[src/rtl/adrv9001_rx_burst_sched.sv]
// Receive burst scheduler for one ADRV9001 RX channel: drives rx_enable and frames
// the free-running sample stream into fixed-length AXI-Stream bursts.
module adrv9001_rx_burst_sched #(
  parameter int unsigned CNT_WIDTH = 32
) (
  input  logic                 clk,
  input  logic                 rstn,
  input  logic                 start,
  input  logic                 abort,
  input  logic [CNT_WIDTH-1:0] start_delay,
  input  logic [CNT_WIDTH-1:0] burst_len,
  input  logic [CNT_WIDTH-1:0] gap_cycles,
  input  logic [15:0]          num_bursts,
  input  logic [15:0]          timeout,
  output logic                 rx_enable,
  input  logic [31:0]          s_axis_tdata,
  input  logic                 s_axis_tvalid,
  output logic [31:0]          m_axis_tdata,
  output logic                 m_axis_tvalid,
  output logic                 m_axis_tlast,
  input  logic                 m_axis_tready,
  output logic                 busy,
  output logic                 done,
  output logic [15:0]          burst_cnt,
  output logic                 timeout_err,
  output logic                 overflow
);

  typedef enum logic [2:0] {
    IDLE    = 3'd0,
    DELAY   = 3'd1,
    ARM     = 3'd2,
    CAPTURE = 3'd3,
    GAP     = 3'd4
  } state_t;

  state_t               state;
  logic [CNT_WIDTH-1:0] len_q;
  logic [CNT_WIDTH-1:0] gap_q;
  logic [CNT_WIDTH-1:0] wait_cnt;
  logic [CNT_WIDTH-1:0] smp_cnt;
  logic [15:0]          nb_q;
  logic [15:0]          tmo_q;
  logic [15:0]          tmo_cnt;

  logic        capture_c;
  logic        eob_c;
  logic        final_c;
  logic        load_ok_c;
  logic        tmo_hit_c;
  logic        start_ok_c;
  logic [15:0] bcnt_inc_c;

  // Per-cycle decisions; abort takes precedence over any sample or timeout
  always_comb begin
    capture_c  = s_axis_tvalid && !abort && ((state == ARM) || (state == CAPTURE));
    eob_c      = capture_c && (smp_cnt == (len_q - CNT_WIDTH'(1)));
    bcnt_inc_c = burst_cnt + 16'd1;
    final_c    = (nb_q != 16'd0) && (bcnt_inc_c == nb_q);
    load_ok_c  = !m_axis_tvalid || m_axis_tready;
    tmo_hit_c  = (state == ARM) && !s_axis_tvalid && !abort &&
                 (tmo_q != 16'd0) && (tmo_cnt == (tmo_q - 16'd1));
    start_ok_c = start && (state == IDLE);
  end

  // Schedule FSM with its counters and registered control outputs
  always_ff @(posedge clk) begin
    if (!rstn) begin
      state       <= IDLE;
      len_q       <= '0;
      gap_q       <= '0;
      wait_cnt    <= '0;
      smp_cnt     <= '0;
      nb_q        <= '0;
      tmo_q       <= '0;
      tmo_cnt     <= '0;
      rx_enable   <= 1'b0;
      busy        <= 1'b0;
      done        <= 1'b0;
      burst_cnt   <= '0;
      timeout_err <= 1'b0;
    end else begin
      done <= 1'b0;
      case (state)
        IDLE: begin
          rx_enable <= 1'b0;
          if (start) begin
            state       <= DELAY;
            busy        <= 1'b1;
            wait_cnt    <= start_delay;
            len_q       <= (burst_len == '0) ? CNT_WIDTH'(1) : burst_len;
            gap_q       <= gap_cycles;
            nb_q        <= num_bursts;
            tmo_q       <= timeout;
            burst_cnt   <= '0;
            timeout_err <= 1'b0;
          end
        end
        DELAY, GAP: begin
          rx_enable <= 1'b0;
          if (wait_cnt == '0) begin
            state   <= ARM;
            smp_cnt <= '0;
            tmo_cnt <= '0;
          end else begin
            wait_cnt <= wait_cnt - CNT_WIDTH'(1);
          end
        end
        ARM, CAPTURE: begin
          rx_enable <= 1'b1;
          if (tmo_hit_c) begin
            state       <= IDLE;
            busy        <= 1'b0;
            done        <= 1'b1;
            timeout_err <= 1'b1;
            rx_enable   <= 1'b0;
          end else if (capture_c) begin
            state   <= CAPTURE;
            smp_cnt <= smp_cnt + CNT_WIDTH'(1);
            if (eob_c) begin
              burst_cnt <= bcnt_inc_c;
              smp_cnt   <= '0;
              if (final_c) begin
                state     <= IDLE;
                busy      <= 1'b0;
                done      <= 1'b1;
                rx_enable <= 1'b0;
              end else begin
                // A one-sample burst ending straight out of ARM keeps rx_enable for one GAP cycle
                state    <= GAP;
                wait_cnt <= gap_q;
                if (state == CAPTURE) rx_enable <= 1'b0;
              end
            end
          end else if (state == ARM) begin
            tmo_cnt <= tmo_cnt + 16'd1;
          end
        end
        default: begin
          state     <= IDLE;
          busy      <= 1'b0;
          rx_enable <= 1'b0;
        end
      endcase
      if (abort && (state != IDLE)) begin
        state     <= IDLE;
        busy      <= 1'b0;
        done      <= 1'b1;
        rx_enable <= 1'b0;
      end
    end
  end

  // Single-entry output register; a sample that finds it occupied is dropped and flagged
  always_ff @(posedge clk) begin
    if (!rstn) begin
      m_axis_tdata  <= '0;
      m_axis_tvalid <= 1'b0;
      m_axis_tlast  <= 1'b0;
      overflow      <= 1'b0;
    end else begin
      if (start_ok_c) overflow <= 1'b0;
      if (capture_c) begin
        if (load_ok_c) begin
          m_axis_tdata  <= s_axis_tdata;
          m_axis_tlast  <= eob_c;
          m_axis_tvalid <= 1'b1;
        end else begin
          overflow <= 1'b1;
        end
      end else if (m_axis_tready) begin
        m_axis_tvalid <= 1'b0;
        m_axis_tlast  <= 1'b0;
      end
    end
  end

endmodule

[config.mk]
export PLATFORM = sky130hd
export DESIGN_NAME = adrv9001_rx_burst_sched
export DESIGN_NICKNAME = d
export VERILOG_FILES = /design/src/rtl/adrv9001_rx_burst_sched.sv
export SDC_FILE = /design/constraint.sdc
export NUM_CORES = 1
export LEC_CHECK = 0
export CORE_AREA = 2 2 156 158
export DETAILED_ROUTE_END_ITERATION = 7
export DIE_AREA = 0 0 158 160
export GPL_ROUTABILITY_DRIVEN = 0
export PLACE_DENSITY = 0.78
export SLEW_MARGIN = 0
export SYNTH_ARGS = -nofsm -noshare
export SYNTH_HDL_FRONTEND = slang
export SYNTH_SLANG_ARGS = --single-unit
[constraint.sdc]
create_clock -name clk -period 4.2 [get_ports clk]
set_input_delay 0.63 -clock clk [delete_from_list [all_inputs] [get_ports clk]]
set_output_delay 0.63 -clock clk [all_outputs]
set_load 0.02 [all_outputs]
# == Yosys cells after proc, flatten, opt, wreduce, memory -nomap -nowiden ==
# Cells that the tools add are included.
# word_totals
regBits,234
latch_bits,0
ram_bits,0
romBits,0
inputBits,166
out_inout_bits,55
word_cells,143
n_memories,0
# classes
add_sub_neg,6
mul,0
n_div,0
order_cmp,0
n_eq_ne,21
shift,0
n_mux,57
bitwise_logic,3
reduce_logical,39
# ops
op,count
$mux W32,11
$mux W16,8
$pmux W32 S3,1
$logic_not A32 Y1,2
$pmux W16 S2,2
$pmux W32 S2,1
$sub A32 B1 Y32 const B,2
$add A16 B1 Y16 const B,2
$add A32 B1 Y32 const B,1
$eq A16 B16 Y1,2
$eq A32 B32 Y1,1
$reduce_bool A16 Y1,2
$mux W1,25
$ne A2 B2 Y1 const B,10
$mux W3,6
$sub A16 B1 Y16 const B,1
$reduce_and A5 Y1,3
$logic_and A1 B1 Y1,10
$ne A3 B3 Y1 const B,3
$pmux W3 S3,1
$reduce_and A7 Y1,1
$eq A3 B2 Y1 const B,2
$reduce_and A2 Y1,3
$reduce_and A3 Y1,2
14 further kinds,24

# == Logic depth before layout (Yosys ltp) ==
# logic_depth
word_depth,9
ltp_mapped,17
mapped_depth_nobuf,11

# == Worst setup path after synthesis ==
# No wires, ideal clock.
# synth_timing
path_kind,flip-flop to flip-flop
startpoint,register len_q[0]
endpoint,register burst_cnt[9]
setup_ns,0.070
arrival_time_ns,3.603
required_time_ns,4.130
setup_slack_ns,0.527
path_stages_with_launch,17
n_path_buf,5
synth_period_minus_slack_ns,3.673
path_cell_list,dfxtp_1 clkbuf_1 inv_1 ha_1 clkbuf_1 or4b_2 nor4_1 buf_2 a21oi_1 a311oi_1 o21ai_1 and4_1 clkbuf_1 a21oi_1 clkbuf_1 o21ai_0 a21oi_1
# synth_between
elab_chain_len,5
# synth_rtl
item,line,source
start: declaration,38,logic [CNT_WIDTH-1:0] len_q;
start signal: assignment,91,len_q <= (burst_len == '0) ? CNT_WIDTH'(1) : burst_len;
$sub A32 B1 Y32,57,eob_c = capture_c && (smp_cnt == (len_q - CNT_WIDTH'(1)));
$eq A32 B32 Y1,57,
$logic_and A1 B1 Y1,57,
$ne A2 B2 Y1 (no source line),--,
$reduce_and A5 Y1 (no source line),--,
end signal: assignment,121,burst_cnt <= bcnt_inc_c;
end: declaration,24,"output logic [15:0] burst_cnt,"
# No other way between the ends.
# A chain may end at the register's enable or synchronous reset.

# == Worst setup path after layout ==
# layout_timing
startpoint,register len_q[0]
endpoint,register wait_cnt[12]
# layout_between
elab_chain_len,5
# layout_rtl
item,line,source
$sub A32 B1 Y32,57,
$eq A32 B32 Y1,57,
$logic_and A1 B1 Y1,57,
$ne A2 B2 Y1 (no source line),--,
$reduce_and A7 Y1 (no source line),--,
end signal: assignment,90,wait_cnt <= start_delay;
end signal: assignment,106,wait_cnt <= wait_cnt - CNT_WIDTH'(1);
end signal: assignment,131,wait_cnt <= gap_q;
end: declaration,40,logic [CNT_WIDTH-1:0] wait_cnt;
# No other way between the ends.

==> results.yml <==
final_layout:
  multiInputGateArea_mm2: 0.00716
  n_fill_cell: 2082
  syn_to_final_growth_pct: 26.4
  seqCellArea_mm2: 0.00468
  layout.nets: 1923
  n_antenna_cell: 0
  design_area_mm2: 0.0155
  drive_gt1_frac: 0.0583
synthesis:
  synth_commonest_cells: "nand2_1 (278), dfxtp_1 (234), a21oi_1 (176), nor2_1 (120)"
  synth_seq_cells: 234
  synth_top_family_by_area: "simple AND/OR/NAND/NOR gates"
  ys_warn_count: 0
  synth_compound_area_frac: 0.178
  netlist_area_mm2: 0.0123
  synthXorXnorAreaFrac: 0.102
  syn_inst: 1578
  synthFlopType: "dfxtp_1"
  synth_top_cell_area_share: 0.381
  synthAdderAreaFrac: 0.00611
  syn_area_per_cell_um2: 7.79
  synth.mux.area_fraction: 0.00845
  synthTopCellsByArea: "dfxtp_1 (38%), nand2_1 (8.5%), a21oi_1 (7.2%), xnor2_1 (6.6%), nor2_1 (3.7%)"
  ys_seq_area_frac: 0.381
  yosysUniqueCellTypes: 79
  synth-async-reset-ratio: 0
  syn_nets: 1750
  yosysMostFrequentCell: "nand2_1"
  post-synth-top-area-cell: "dfxtp_1"
  synth-edff-count: 0
  synthSimpleGateAreaFrac: 0.286
power:
  internal_power_mw: 4.24
  p_leak_nw: 5.49
  p_sw_mw: 1.87
  powerDensity_mw_per_mm2: 393
  p_comb_frac: 0.231
  clockPowerShare: 0.351
  peakVddDrop_v: 0.000286
  seq_power_share: 0.418
  switching_share: 0.307
floorplanning:
  floorplan.initialDensity: 0.516
  rows: 57
  die_h_um: 160
  core_mm2: 0.0238
  fp.dieW_um: 158
  ios: 221
  die_area_mm2: 0.0253
detailed_routing:
  antenna_left: 0
  drt-initial-drc-count: 1012
  drc: 0
  vias: 12273
  routed_wl_um: 36400
  via_per_inst: 5.87
  routedWlPerCell_um: 17.4
  first_pass_iters: 6
worst_setup_path:
  startpoint_type: "flip-flop"
  r2r_setup_slack_ns: 0.25
  worstPathRequired_ns: 4.66
  path_max_fanout: 19
  crit_path_end_kind: "flip-flop"
  worstPathArrival_ns: 4.41
  setup.worst_path.class: "flip-flop to flip-flop"
timing:
  fmax_mhz: 253
  tightest_slew_ns: 1.30
  slew_violations: 0
  setup_tns_ns: 0
  setup_viol: 0
  post-route-period-util: 0.942
  finalHoldViolations: 0
  finalClockSkew_ns: 0.0225
  post-route-min-period_ns: 3.95
  max_slew_margin: 0.132
  rsz0062_at_grt: "false"
worst_hold_path:
  min_path_type: "flip-flop to flip-flop"
clocking:
  cts_max_level: 1
  cts_num_sinks: 234
  cts-buffers-inserted: 26
  cts_hold_buf: 0
  clk_pin_slew_worst_paths_ns: 0.06
  cts_tree: "built"
  root_buffer: "clkbuf_16"
  clock_latency_ns: 0.54
  clockBufferDepth: 3
run_status:
  outcome: "completed"
global_routing:
  grt.overflow.total: 0
  track_usage: 0.281
  antenna_found_initial: 0
  grt_max_degree: 143
  grt_first_pass_wirelength_um: 58600
  grt_pass1_vias: 11872
placed_design:
  io_buffers: 220
  placed_area_mm2: 0.0147
  dp_hpwl_um: 25600
run:
  drv_cap: 0
cells by family after synthesis:
| kind of cell | Yosys count |
|---|---|
| and+or+nand+nor | 717 |
| AOI/OAI and AO/OA | 350 |
| DFF | 234 |
| xor gates and xnor gates | 143 |
| buffers and inverters | 118 |
| muxes | 10 |
| adders and majority gates | 6 |
timing repair:
action | 4_1_cts | 5_1_grt
gates resized for setup | 0 | 2
endpoints found under the setup margin | 0 | 19
setup buffers | 0 | 0
power groups by stage:
stage	Sequential [mW]	Combinational [mW]	Clock, mW
6_report	2.56	1.41	2.14
5_1_grt	2.58	1.55	2.27
4_1_cts	2.55	1.39	2.18
3_5_place_dp	2.60	1.38	0
3_3_place_gp	2.59	1.35	0
2_1_floorplan	2.53	0.983	0
critical path, stage by stage (launching register included):
cell and delay [ns]:
dfxtp_1 0.37, inv_1 0.08, ha_1 0.29, or4b_2 0.71, nor4_1 0.26, buf_4 0.23
nand3_1 0.08, nor4bb_1 0.34, o22ai_1 0.21, nor3_4 0.39, and4_4 0.37, buf_4 0.27
nor3_1 0.08, nor3_1 0.18
final timing paths:
kind,start,endpoint,depth (start not counted)
setup reg to reg,len_q[0],wait_cnt[12],13
hold reg to reg,m_axis_tdata[23],m_axis_tdata[23],2
setup / recovery,len_q[0],wait_cnt[12],13
hold / removal,m_axis_tdata[23],m_axis_tdata[23],2
layout make-up:
| type | instances | share of cell area |
|---|---|---|
| Inverter | 14 | 0.00354 |
| Timing Repair Buffer | 249 | 0.157 |
| Tap cell | 324 | 0.0261 |
| Clock buffer | 40 | 0.0491 |
| Clock inverter | 4 | 0.00201 |
| Sequential cell | 234 | 0.302 |
| Multi-Input combinational cell | 1226 | 0.461 |
sequential cells by signal, summed over array words and instances, names as in the netlist:
signal,flops
timeout_err,1
burst_cnt,16
smp_cnt,32
m_axis_tlast,1
gap_q,32
nb_q,16
len_q,32
rx_enable,1
m_axis_tvalid,1
overflow,1
done,1
m_axis_tdata,32
wait_cnt,32
tmo_q,16
state,3
tmo_cnt,16
busy,1
metrics by stage:
step	setup slack, ns	hold slack (ns)	std cells	power [mW]	utilization
2_1_floorplan	0.527	0.435	1578	3.51	-
3_3_place_gp	0.323	0.440	2047	3.94	0.619
5_1_grt	0.0455	0.472	2091	6.40	0.652
4_1_cts	0.169	0.454	2091	6.12	0.652
6_report	0.245	0.451	2091	6.11	0.652
3_5_place_dp	0.197	0.447	2047	3.98	0.619
cells in the final DEF, fill, tap and decap left out, types with 4 or more instances in the layout:
master           count
a211oi_1             4
a21oi_1            176
a221o_1              6
a22o_1              28
a22oi_1             23
a311oi_1             4
a31oi_1             10
and2_1               5
and3_1              10
and4_1               7
buf_4               28
clkbuf_1             8
clkbuf_16           26
clkbuf_8             6
clkdlybuf4s50_1    220
dfxtp_1            234
ha_1                 6
inv_1               13
mux2i_1              7
nand2_1            277
nand2b_1             7
nand3_1             39
nand4_1             23
nor2_1             117
nor2b_1              8
nor3_1              90
nor4_1              39
nor4b_1             10
o211ai_1             4
o21ai_0             45
o22ai_1              5
o31ai_1              4
o32ai_1              6
or2_2               10
or3_1               20
or4_1               16
xnor2_1             92
xor2_1              51
metal layers:
| metal | up-vias | global-route usage | share of wire | wire length, µm |
|---|---|---|---|---|
| li1 | 5972 | - | - | - |
| met1 | 5741 | 0.361 | 0.43 | 15700 |
| met2 | 475 | 0.465 | 0.46 | 16700 |
| met3 | 85 | 0.0659 | 0.079 | 2890 |
| met4 | 0 | 0.0913 | 0.030 | 1100 |
| met5 | - | 0 | 0 | 0 |
Power figures use the tool's default switching activity.
